[config.mk]
export PLATFORM = sky130hd
export DESIGN_NAME = alu_arbiter
export DESIGN_NICKNAME = d
export VERILOG_FILES = /design/src/rtl/alu_arbiter.sv
export SDC_FILE = /design/constraint.sdc
export NUM_CORES = 1
export LEC_CHECK = 0
export ABC_AREA = 1
export CORE_AREA = 2 2 123 125
export DETAILED_ROUTE_END_ITERATION = 8
export DIE_AREA = 0 0 125 127
export PLACE_DENSITY = 0.89
export SYNTH_ARGS = -nofsm -noshare
export SYNTH_HDL_FRONTEND = slang
export SYNTH_SLANG_ARGS = --single-unit
[constraint.sdc]
create_clock -name clk -period 4.6 [get_ports clk]
set_input_delay 1.38 -clock clk [delete_from_list [all_inputs] [get_ports clk]]
set_output_delay 1.38 -clock clk [all_outputs]
set_load 0.03 [all_outputs]
[src/rtl/alu_arbiter.sv]
`default_nettype none
// ============================================================================
// alu_arbiter: round-robin two-port sequencer sharing one external ALU.
// Revision: 1.0
// ============================================================================
module alu_arbiter #(
    parameter int DATA_WIDTH = 32
) (
    input  logic                  clk,
    input  logic                  rst,
    input  logic                  req0_valid,
    output logic                  req0_ready,
    input  logic [2:0]            req0_op,
    input  logic [DATA_WIDTH-1:0] req0_a,
    input  logic [DATA_WIDTH-1:0] req0_b,
    output logic                  rsp0_valid,
    input  logic                  rsp0_ready,
    output logic [DATA_WIDTH-1:0] rsp0_result,
    output logic [2:0]            rsp0_flags,
    input  logic                  req1_valid,
    output logic                  req1_ready,
    input  logic [2:0]            req1_op,
    input  logic [DATA_WIDTH-1:0] req1_a,
    input  logic [DATA_WIDTH-1:0] req1_b,
    output logic                  rsp1_valid,
    input  logic                  rsp1_ready,
    output logic [DATA_WIDTH-1:0] rsp1_result,
    output logic [2:0]            rsp1_flags,
    output logic [DATA_WIDTH-1:0] alu_a,
    output logic [DATA_WIDTH-1:0] alu_b,
    output logic [2:0]            alu_op,
    input  logic [DATA_WIDTH-1:0] alu_result,
    input  logic                  alu_overflow,
    input  logic                  alu_carryout,
    input  logic                  alu_zero,
    output logic                  busy
);

    localparam logic [1:0] S_IDLE = 2'd0;
    localparam logic [1:0] S_EXEC = 2'd1;
    localparam logic [1:0] S_RESP = 2'd2;

    logic [1:0]            state_q, state_d;
    logic [2:0]            op_q, op_d;
    logic [DATA_WIDTH-1:0] a_q, a_d;
    logic [DATA_WIDTH-1:0] b_q, b_d;
    logic [DATA_WIDTH-1:0] res_q, res_d;
    logic [2:0]            flg_q, flg_d;
    logic                  owner_q, owner_d;
    logic                  last_grant_q, last_grant_d;

    logic w_grant;
    logic w_accept;
    logic w_rsp_hs;

    // Under contention the requester that was not served last wins.
    assign w_grant    = (req0_valid && req1_valid) ? ~last_grant_q : req1_valid;
    assign req0_ready = (state_q == S_IDLE) && !w_grant && req0_valid;
    assign req1_ready = (state_q == S_IDLE) &&  w_grant && req1_valid;
    assign w_accept   = req0_ready || req1_ready;

    assign rsp0_valid  = (state_q == S_RESP) && !owner_q;
    assign rsp1_valid  = (state_q == S_RESP) &&  owner_q;
    assign rsp0_result = res_q;
    assign rsp1_result = res_q;
    assign rsp0_flags  = flg_q;
    assign rsp1_flags  = flg_q;
    assign w_rsp_hs    = owner_q ? (rsp1_valid && rsp1_ready) : (rsp0_valid && rsp0_ready);

    assign alu_a  = a_q;
    assign alu_b  = b_q;
    assign alu_op = op_q;
    assign busy   = (state_q != S_IDLE);

    always_comb begin
        state_d      = state_q;
        op_d         = op_q;
        a_d          = a_q;
        b_d          = b_q;
        res_d        = res_q;
        flg_d        = flg_q;
        owner_d      = owner_q;
        last_grant_d = last_grant_q;
        case (state_q)
            S_IDLE: begin
                if (w_accept) begin
                    op_d    = w_grant ? req1_op : req0_op;
                    a_d     = w_grant ? req1_a  : req0_a;
                    b_d     = w_grant ? req1_b  : req0_b;
                    owner_d = w_grant;
                    state_d = S_EXEC;
                end
            end
            S_EXEC: begin
                res_d   = alu_result;
                flg_d   = {alu_overflow, alu_carryout, alu_zero};
                state_d = S_RESP;
            end
            S_RESP: begin
                if (w_rsp_hs) begin
                    last_grant_d = owner_q;
                    state_d      = S_IDLE;
                end
            end
            default: state_d = S_IDLE;
        endcase
    end

    always_ff @(posedge clk or posedge rst) begin
        if (rst) begin
            state_q      <= S_IDLE;
            op_q         <= 3'b000;
            a_q          <= '0;
            b_q          <= '0;
            res_q        <= '0;
            flg_q        <= 3'b000;
            owner_q      <= 1'b0;
            last_grant_q <= 1'b1;
        end else begin
            state_q      <= state_d;
            op_q         <= op_d;
            a_q          <= a_d;
            b_q          <= b_d;
            res_q        <= res_d;
            flg_q        <= flg_d;
            owner_q      <= owner_d;
            last_grant_q <= last_grant_d;
        end
    end

endmodule
`default_nettype wire

Word-level counts from Yosys, hierarchy flattened. Index checks and enable logic that the tools add are counted.

Eq/ne operators: 4. Mux-type cells: 8. Bitwise operators: 1. Reductions and logical operators: 17.

Operator list (count): $mux 32 (2); $logic_and 1x1->1 (9); $pmux 2 s3 (1); $reduce_and 2->1 (3); $mux 2 (2); $ne 2x2->1 const B (2); $mux 3 (1); $eq 2x1->1 const B (1); $eq 2x2->1 const B (1); $logic_not 1->1 (2); $logic_not 2->1 (1); $mux 1 (2); $reduce_bool 2->1 (1); $logic_or 1x1->1 (1); $not 1->1 (1).

Register bits after elaboration: 106. Input port bits: 175. Output and inout bits: 142. Logic and storage cells: 38.

Logic depth before layout (Yosys ltp). Gate-level depths: netlist (run 1).

Word-level depth: 8. Gate-level depth with buffers: 8. Mapped depth without buffers: 6.

Least setup slack after synthesis (run 1). Ideal clock, no wire load.

Path kind: input port to output port. Start: input port req1_valid. End: output port req0_ready. Arrival: 2.342 ns. Data required time: 3.220 ns. Path slack: 0.878 ns. Stages: 4. Buffers on the path: 3. Cell sequence: buf_2 -> buf_2 -> buf_2 -> a21oi_1.

Word-level cells in the longest chain between the ends: 5.

Ends and longest elaborated chain: start: declaration (RTL line 20) `input logic req1_valid,`; $logic_and 1x1->1 (RTL line 57) `assign w_grant = (req0_valid && req1_valid) ? ~last_grant_q : req1_valid;`; $mux 1 (*) (RTL line 57); $logic_not 1->1 (*) (RTL line 58) `assign req0_ready = (state_q == S_IDLE) && !w_grant && req0_valid;`; $logic_and 1x1->1 (*) (2 in a row) (RTL line 58); end: declaration (RTL line 12) `output logic req0_ready,`.

Every way passes the cells marked *; elsewhere a longest branch is shown, timed or not.

Final worst setup path (run 1).
Start: input port req0_valid. End: output port req0_ready.

Word-level cells in the longest chain between the ends: 5.

Ends and longest elaborated chain: start: declaration (RTL line 11) `input logic req0_valid,`; $logic_and 1x1->1 (RTL line 57); $mux 1 (RTL line 57); $logic_not 1->1 (RTL line 58); $logic_and 1x1->1 (RTL line 58); $logic_and 1x1->1 (*) (RTL line 58).

Marked as above.

==> metrics.cfg, run 1 <==
[status]
status = completed

[synth]
yosys_register_bits = 106
synth_top_cell_area_share_pct = 48.7
netlist-cell-type-count = 16
postSynth.asyncResetShare_pct = 100
syn_area_per_cell_sq_um = 7.43
yosysWarnings = 0
synth_flop_cell = dfrtp_1
ys_seq_area_share_pct = 49.2
synth_common_cells = 349 x nand2_1, 169 x nand3_1, 105 x dfrtp_1
syn_area_sq_um = 5400
synth.largest_area_cell = dfrtp_1
synth_edf_count = 0
synth_nets = 902
postSynthCellCount = 727
synth.most_common_cell = nand2_1
synth_area_leaders = dfrtp_1 49%, nand2_1 24%, nand3_1 16%

[critical_path]
crit_start = req0_valid
path_cells = clkdlybuf4s50_1 -> nand2_2 -> a21oi_1 -> buf_4
crit_path_max_incr_delay_ns = 0.51
cp_num_buf_inv = 2
critPathLaunchType = input pin
critPathTopFamily = buffers and inverters
required_ns = 3.22
r2r-end = alu_a[31]$_DFFE_PP0P_
worstReg2RegStart = state_q[0]$_DFFE_PP0P_
worstSetupPathType = in -> out
r2r_slack_ns = 2.38
crit_slowest_cell = clkdlybuf4s50_1
crit_path_max_fanout = 3
crit_arrival_ns = 2.30
reg2reg_depth = 7
worst_setup_path_end_kind = output pin

[timing]
min_period_ns = 3.68
drv_slew = 0
setup_slack_ns = 0.919
setup_viol = 0
rsz0062_at_grt = false
tightest_slew_ns = 0.788
hold_viol = 0
post-route-period-util_pct = 80.0
max_freq_mhz = 272
tns_ns = 0
clock_skew_ns = 0.00881
slew_headroom_pct = 47.5

[worst_hold_path]
hp-class = reg -> reg
min_to = rsp0_result[19]$_DFFE_PP0N_
holdPathStages = 2
min_from = rsp0_result[19]$_DFFE_PP0N_

[routing]
drtIter0Drc = 403
dr.pass1.iters = 4
wl_um = 18100
vias = 5781
drc = 0
wl_per_cell_um = 15.6
antenna_left = 0
via_per_inst = 4.96

[finish]
fillCellCount = 1274
multi_input_area_sq_um = 2210
diodes = 0
seqCellArea_sq_um = 2650
area_growth_pct = 60.8
final_net_count = 1151
layout-drive-gt1-share_pct = 3.67

[clocking]
clock_latency_ns = 0.34
ctsResizeCount = 0
htreeDepth = 3
max-clock-path-buffers = 2
cts_setup_buffers = 0
path_clk_slew_ns = 0.07
tritoncts = done
hold_buffers = 0
clock-sinks = 106
cts_buffers = 9
cts_root_buf = clkbuf_16

[floorplanning]
rows = 44
die_area_sq_um = 15900
initial_core_util_pct = 37.4
fp.dieW_um = 125
die_h_um = 127
core-area_sq_um = 14400
ios = 317

[grt]
globalRouteOverflowTotal = 0
grt_pass1_wl_um = 28700
grt.total_usage_pct = 22.4
antenna_found_initial = 0
grt_max_degree = 70
grt_pass1_vias = 5615

[power]
vdd_ir_drop_max_v = 0.000367
switching_share_pct = 47.7
cellPowerDensity_nw_per_um2 = 729
clkPwrFrac_pct = 12.6
p_int_mw = 3.31
p_leak_nw = 4.26
seq_power_share_pct = 26.9
p_comb_share_pct = 60.5
p_sw_mw = 3.02

[placed_design]
portBuffers = 316
dp_slack_ns = 0.920
hpwlAfterDp_um = 12700
gp_congestion = 0.837

[flow_run]
maxCapViolations = 0

[worst reg2reg max path, cell delays in order (launching register included)]
cell,delay [ns]
dfrtp_1,0.50
nor2_2,0.26
nand3_2,0.12
buf_4,0.38
nand2_2,0.20
buf_4,0.43
nand2_1,0.18
nand2_1,0.09
[layout by cell type, fill, tap and decap left out, drive strengths merged]
cell / instances
clkinv: 2
dfrtp: 105
dfstp: 1
a21oi: 2
bufinv: 1
clkdlybuf4s50: 313
nand2: 352
nand3: 170
buf: 13
nor2: 3
clkbuf: 13
inv: 6
[area by class of cell]
cell class                      count  area share [%]
Clock buffer                       13            3.00
Sequential cell                   106            30.6
Tap cell                          184            2.65
Multi-Input combinational cell    527            25.5
Inverter                            6           0.288
Timing Repair Buffer              326            37.5
Clock inverter                      3           0.548
[registers in the layout (all words and copies together), names as in the netlist]
register,cells
state_q,2
rsp0_flags,3
last_grant_q,1
rsp0_result,32
alu_b,32
alu_op,3
alu_a,32
owner_q,1
[routing by layer]
layer,vias up,GRT usage (%),share of wire [%]
met3,35,5.70,9.1
li1,2778,-,-
met4,0,8.30,2.7
met5,-,0,0
met1,2700,26.5,38
met2,268,39.4,50
[through the flow]
| step | cell area (sq um) | power, mW | utilization, % | hold slack [ns] | instances |
|---|---|---|---|---|---|
| after detailed placement | 8370 | 5.57 | 58.1 | 0.481 | 1149 |
| after floorplan | 5400 | 4.09 | - | 0.449 | 727 |
| after global placement | 8370 | 5.49 | 58.1 | 0.476 | 1149 |
| after global routing | 8680 | 6.70 | 60.2 | 0.525 | 1165 |
| final | 8680 | 6.33 | 60.2 | 0.494 | 1165 |
| after CTS | 8680 | 6.38 | 60.2 | 0.497 | 1165 |
[cells by family (layout without fill, tap and decap cells)]
| group | count (synthesis) | in the layout | synth area share (%) |
|---|---|---|---|
| AND/OR/NAND/NOR | 525 | 525 | 40.7 |
| flip-flops | 106 | 106 | 49.2 |
| buffers and inverters | 94 | 348 | 9.94 |
| AO/OA/AOI/OAI | 2 | 2 | 0.185 |
[power by group through the flow]
stage                     registers [mW]  clock network, mW  logic (mW)
after floorplan                     2.50                  0        1.59
after global placement              1.69                  0        3.80
after detailed placement            1.72                  0        3.86
after CTS                           1.71              0.811        3.86
after global routing                1.77              0.851        4.09
final                               1.71              0.796        3.83
[how the worst max path moves through the flow]
stage               cells past startpoint                   end  slack, ns
floorplan                               1  alu_a[0]$_DFFE_PP0P_       0.43
global placement                        4            req0_ready       0.93
detailed placement                      4            req0_ready       0.92
CTS                                     4            req0_ready       0.92
global route                            4            req0_ready       0.85
finish                                  4            req0_ready       0.92
Note: power is estimated with default switching activity, not from simulation.
==> inputs of run 2 (changes only) <==
Settings changed: CORE_AREA 2 2 123 125 to 2 2 128 130, DIE_AREA 0 0 125 127 to 0 0 130 132, PLACE_DENSITY 0.89 to 0.87.
Clock period 4.6 ns to 3.3 ns, I/O delays scaled along.
==> run 2 against run 1 <==
Net effect: largest cell class unchanged; global-route usage shrank 1.9 points; worst setup slack worse by 0.54 ns; clock power is 38% higher; routed wire length shrank 2.1%.
==> metrics.cfg, run 2 (same netlist as run 1, synthesis figures left out) <==
[status]
status = completed

[grt]
grt.total_usage_pct = 20.5  ; -1.9 points
globalRouteOverflowTotal = 0  ; unchanged
grt_max_degree = 107  ; +53%
grt_pass1_vias = 5491  ; -2.2%
antenna_found_initial = 1  ; +1
grt_pass1_wl_um = 27900  ; -2.8%

[finish]
layout_common_cells = 348 x nand2_1, 313 x clkdlybuf4s50_1, 169 x nand3_1
diodes = 0  ; unchanged
stdcell_count = 1204  ; +3.3%
layout_commonest_cell = nand2_1
final_cell_area_sq_um = 8770  ; +1.1%
area_growth_pct = 62.5
fillCellCount = 1445  ; +13%
layout-drive-gt1-share_pct = 4.45  ; +0.78 points
final_net_count = 1158  ; +0.61%

[critical_path]
worstSetupPathType = in -> out
crit_arrival_ns = 1.93  ; -0.37 ns
worstReg2RegStart = state_q[1]$_DFFE_PP0P_
crit_path_max_fanout = 4  ; +1
required_ns = 2.31  ; -0.91 ns
r2r-end = alu_a[4]$_DFFE_PP0P_
critPathLaunchType = input pin
worst_setup_path_end_kind = output pin
r2r_slack_ns = 1.40  ; -0.98 ns
reg2reg_depth = 7  ; unchanged

[routing]
wl_per_cell_um = 14.7  ; -5.2%
drtIter0Drc = 270  ; -33%
via_per_inst = 4.79  ; -3.5%
vias = 5766  ; -0.26%
antenna_left = 0  ; unchanged
dr.pass1.iters = 5  ; +1
wl_um = 17700  ; -2.1%
drc = 0  ; unchanged

[floorplanning]
initial_core_util_pct = 34.4  ; -3.1 points
rows = 46  ; +4.5%
die_area_sq_um = 17200  ; +8.1%
die_h_um = 132  ; +3.9%
fp.dieW_um = 130  ; +4.0%
core-area_sq_um = 15700  ; +8.9%
ios = 317  ; unchanged

[worst_hold_path]
holdPathStages = 2  ; unchanged
hp-class = reg -> reg
min_from = last_grant_q$_DFFE_PP1P_
min_to = last_grant_q$_DFFE_PP1P_

[timing]
setup_viol = 0  ; unchanged
max_freq_mhz = 342
tightest_slew_ns = 0.730  ; -0.0580 ns
min_period_ns = 2.92
post-route-period-util_pct = 88.6
clock_skew_ns = 0.00945  ; +0.000634 ns
drv_slew = 0  ; unchanged
slew_headroom_pct = 51.1  ; +3.7 points
hold_viol = 0  ; unchanged
rsz0062_at_grt = false
tns_ns = 0  ; unchanged

[power]
switching_share_pct = 47.5  ; -0.20 points
p_leak_nw = 4.28  ; +0.53%
clkPwrFrac_pct = 12.4  ; -0.2 points
vdd_ir_drop_max_v = 0.000459  ; +25%
p_int_mw = 4.64  ; +40%
p_sw_mw = 4.20  ; +39%
seq_power_share_pct = 26.6  ; -0.3 points
p_comb_share_pct = 61.0  ; +0.5 points
power_mw = 8.84  ; +40%
cellPowerDensity_nw_per_um2 = 1010  ; +38%

[clocking]
cts_setup_buffers = 0  ; unchanged
clock_latency_ns = 0.34  ; about the same
clock-sinks = 106  ; unchanged
max-clock-path-buffers = 2  ; unchanged
cts_root_buf = clkbuf_16
htreeDepth = 3  ; unchanged
ctsResizeCount = 0  ; unchanged
path_clk_slew_ns = 0.07  ; about the same
cts_buffers = 9  ; unchanged
hold_buffers = 0  ; unchanged
tritoncts = done

[flow_run]
maxCapViolations = 0  ; unchanged

[placed_design]
dpl_cell_area_sq_um = 8470  ; +1.1%
portBuffers = 316  ; unchanged
hpwlAfterDp_um = 13300  ; +4.1%
gp_congestion = 0.792  ; -5.4%
dp.cells = 1188  ; +3.4%

[run 2: changes by cell type in the layout (fill, tap and decap cells not counted), sizes merged]
cell,previous run,this run
buf,13,20
clkinvlp,0,3
clkbuf,13,12
clkinv,2,1
inv,6,5
[run 2: power by group through the flow]
stage / Clock, mW / Combinational (mW) / Sequential, mW
2_1_floorplan: 0 / 2.22 / 3.49
3_3_place_gp: 0 / 5.35 / 2.35
3_5_place_dp: 0 / 5.44 / 2.37
4_1_cts: 1.13 / 5.45 / 2.36
5_1_grt: 1.18 / 5.77 / 2.43
6_report: 1.10 / 5.39 / 2.35
[run 2: worst max path at each step]
stage          startpoint          to  cells past startpoint  slack, ns
2_1_floorplan  req1_valid  req0_ready                      4       0.36
3_3_place_gp   req0_valid  req0_ready                      4       0.39
3_5_place_dp   req0_valid  req0_ready                      4       0.38
4_1_cts        req0_valid  req0_ready                      4       0.38
5_1_grt        req0_valid  req0_ready                      4       0.31
6_report       req0_valid  req0_ready                      4       0.38
[run 2: area by class of cell]
type	count	area, sq um	share of cell area [%]
timing repair buffer	333	3310	37.7
sequential	106	2650	30.2
multi-input combinational	527	2210	25.2
tap	216	270	3.08
clock buffer	12	256	2.92
clock inverter	4	50.0	0.570
inverter	6	26.3	0.299
[run 2: per-layer routing]
layer  part of all wire (%)  GRT usage (%)
met5                  0.068              0
met3                     10           7.10
met1                     37           22.2
met4                    2.1           6.81
met2                     50           36.8
[run 2: stage by stage]
| stage | util [%] | hold slack (ns) | worst slack [ns] |
|---|---|---|---|
| final | 55.8 | 0.492 | 0.377 |
| after global routing | 55.8 | 0.519 | 0.309 |
| after CTS | 55.8 | 0.501 | 0.377 |
| after floorplan | - | 0.449 | 0.358 |
| after detailed placement | 53.9 | 0.485 | 0.383 |
| after global placement | 53.9 | 0.471 | 0.390 |
[run 2: worst max-delay path, cell delays in order]
cell	delay (ns)
clkdlybuf4s50_1	0.51
nand2_2	0.10
a21oi_1	0.15
buf_4	0.18
==> inputs of run 3 (changes only) <==
Settings changed: PLACE_DENSITY 0.87 to 0.88.
==> run 3 against run 2 <==
Net effect: critical path depth did not move; die area did not move; largest cell class unchanged; cell count barely moved; worst hold slack got worse by 0.0047 ns; register-to-register slack got worse by 0.16 ns; clock power fell by 10%; via count rose by 1.5%; utilization fell by 0.17 points; non-clock buffer count fell by 2; routed wire length rose by 5.3%; largest power group unchanged; power fell by 0.99%; highest routed layer is now met4; critical endpoint unchanged; sequential power barely moved.
==> metrics.cfg, run 3 (same netlist as run 1, synthesis figures left out) <==
[status]
status = completed

[finish]
layout_commonest_cell = nand2_1
final_net_count = 1156  ; -0.17%
layout-drive-gt1-share_pct = 4.06  ; -0.40 points
seqCellArea_sq_um = 2650  ; unchanged
multi_input_area_sq_um = 2210  ; unchanged
final_cell_area_sq_um = 8750  ; -0.30%
layout_common_cells = 348 x nand2_1, 313 x clkdlybuf4s50_1, 169 x nand3_1
fillCellCount = 1417  ; -1.9%
final_util_pct = 55.7  ; -0.17 points
area_growth_pct = 62.0
stdcell_count = 1203  ; -0.083%

[timing]
tightest_slew_ns = 0.788  ; +0.0578 ns
setup_slack_ns = 0.349  ; -0.0287 ns
hold_viol = 0  ; unchanged
timing.hold.ws_ns = 0.487  ; -0.00470 ns
clock_skew_ns = 0.0125  ; +0.00302 ns
max_freq_mhz = 339  ; -0.97%
post-route-period-util_pct = 89.4  ; +0.87 points
slew_headroom_pct = 47.5  ; -3.7 points
drv_slew = 0  ; unchanged
setup_viol = 0  ; unchanged
min_period_ns = 2.95  ; +0.0287 ns
tns_ns = 0  ; unchanged
rsz0062_at_grt = false

[grt]
grt_max_degree = 70  ; -35%
grt_pass1_vias = 5698  ; +3.8%
globalRouteOverflowTotal = 0  ; unchanged
antenna_found_initial = 0  ; -1
grt_pass1_wl_um = 29000  ; +4.0%
grt.total_usage_pct = 21.5  ; +1.0 points

[critical_path]
reg2reg_depth = 7  ; unchanged
crit_path_max_fanout = 4  ; unchanged
worstSetupPathType = in -> out
critPathTopFamily = buffers and inverters
worstReg2RegStart = state_q[0]$_DFFE_PP0P_
crit_arrival_ns = 1.96  ; +0.03 ns
crit_path_max_incr_delay_ns = 0.52  ; about the same
crit_slowest_cell = clkdlybuf4s50_1
required_ns = 2.31  ; about the same
r2r_slack_ns = 1.24  ; -0.16 ns
path_cells = clkdlybuf4s50_1 -> nand2_2 -> a21oi_1 -> buf_4
r2r-end = alu_a[0]$_DFFE_PP0P_
crit_start = req0_valid
critPathLaunchType = input pin
worst_setup_path_end_kind = output pin
cp_num_buf_inv = 2  ; unchanged

[worst_hold_path]
min_from = last_grant_q$_DFFE_PP1P_
holdPathStages = 2  ; unchanged
hp-class = reg -> reg
min_to = last_grant_q$_DFFE_PP1P_

[clocking]
clock-sinks = 106  ; unchanged
max-clock-path-buffers = 2  ; unchanged
tritoncts = done
cts_root_buf = clkbuf_16
cts_setup_buffers = 0  ; unchanged
ctsResizeCount = 0  ; unchanged
cts_buffers = 9  ; unchanged
clock_latency_ns = 0.34  ; about the same
path_clk_slew_ns = 0.07  ; about the same
htreeDepth = 3  ; unchanged
hold_buffers = 0  ; unchanged

[routing]
dr.pass1.iters = 7  ; +2
drc = 0  ; unchanged
antenna_left = 0  ; unchanged
vias = 5851  ; +1.5%
wl_um = 18700  ; +5.3%
via_per_inst = 4.86  ; +1.6%
drtIter0Drc = 177  ; -34%
wl_per_cell_um = 15.5  ; +5.4%

[power]
p_int_mw = 4.52  ; -2.6%
p_comb_share_pct = 61.5  ; +0.5 points
cellPowerDensity_nw_per_um2 = 1000  ; -0.70%
clkPwrFrac_pct = 11.3  ; -1.1 points
seq_power_share_pct = 27.2  ; +0.6 points
switching_share_pct = 48.3  ; +0.87 points
power_mw = 8.75  ; -0.99%
vdd_ir_drop_max_v = 0.000446  ; -2.8%
p_sw_mw = 4.23  ; +0.83%
p_leak_nw = 4.25  ; -0.60%

[placed_design]
dp_slack_ns = 0.343  ; -0.0401 ns
gp_congestion = 0.796  ; +0.47%
hpwlAfterDp_um = 14000  ; +5.4%
dp.cells = 1186  ; -0.17%
dpl_cell_area_sq_um = 8480  ; +0.12%
portBuffers = 316  ; unchanged

[floorplanning]
core-area_sq_um = 15700  ; unchanged
ios = 317  ; unchanged
rows = 46  ; unchanged
die_h_um = 132  ; unchanged
die_area_sq_um = 17200  ; unchanged
initial_core_util_pct = 34.4  ; unchanged
fp.dieW_um = 130  ; unchanged

[flow_run]
maxCapViolations = 0  ; unchanged

==> run 3: area by class of cell <==
type                            count  share of cell area [%]
Antenna cell                        1                  0.0286
Clock buffer                       12                    2.70
Sequential cell                   106                    30.3
Tap cell                          216                    3.09
Inverter                            6                   0.300
Multi-Input combinational cell    527                    25.3
Clock inverter                      4                   0.358
Timing Repair Buffer              331                    37.9
==> run 3: power by group through the flow <==
stage / Clock [mW] / Combinational [mW] / Sequential (mW)
2_1_floorplan: 0 / 2.22 / 3.49
3_3_place_gp: 0 / 5.34 / 2.37
3_5_place_dp: 0 / 5.43 / 2.40
4_1_cts: 1.02 / 5.44 / 2.38
5_1_grt: 1.07 / 5.77 / 2.45
6_report: 0.989 / 5.39 / 2.38
==> run 3: worst min-delay path: stages (launching register included) <==
cell and delay, ns:
dfstp_2 0.38, nand2_1 0.06, nand2_1 0.05
==> run 3: worst max-delay path by stage <==
stage | endpoint | slack, ns | cells past startpoint
detailed placement | req0_ready | 0.34 | 4
floorplan | req0_ready | 0.36 | 4
CTS | req0_ready | 0.33 | 4
global route | req0_ready | 0.29 | 4
finish | req0_ready | 0.35 | 4
global placement | req0_ready | 0.36 | 4
==> run 3: layer usage <==
| metal | share of wire, % | wire [um] | vias up | track usage (%) |
|---|---|---|---|---|
| li1 | - | - | 2791 | - |
| met1 | 37 | 6890 | 2749 | 22.9 |
| met2 | 51 | 9570 | 276 | 38.9 |
| met3 | 9.4 | 1760 | 35 | 6.66 |
| met4 | 2.5 | 467 | 0 | 8.96 |
| met5 | 0 | 0 | - | 0 |
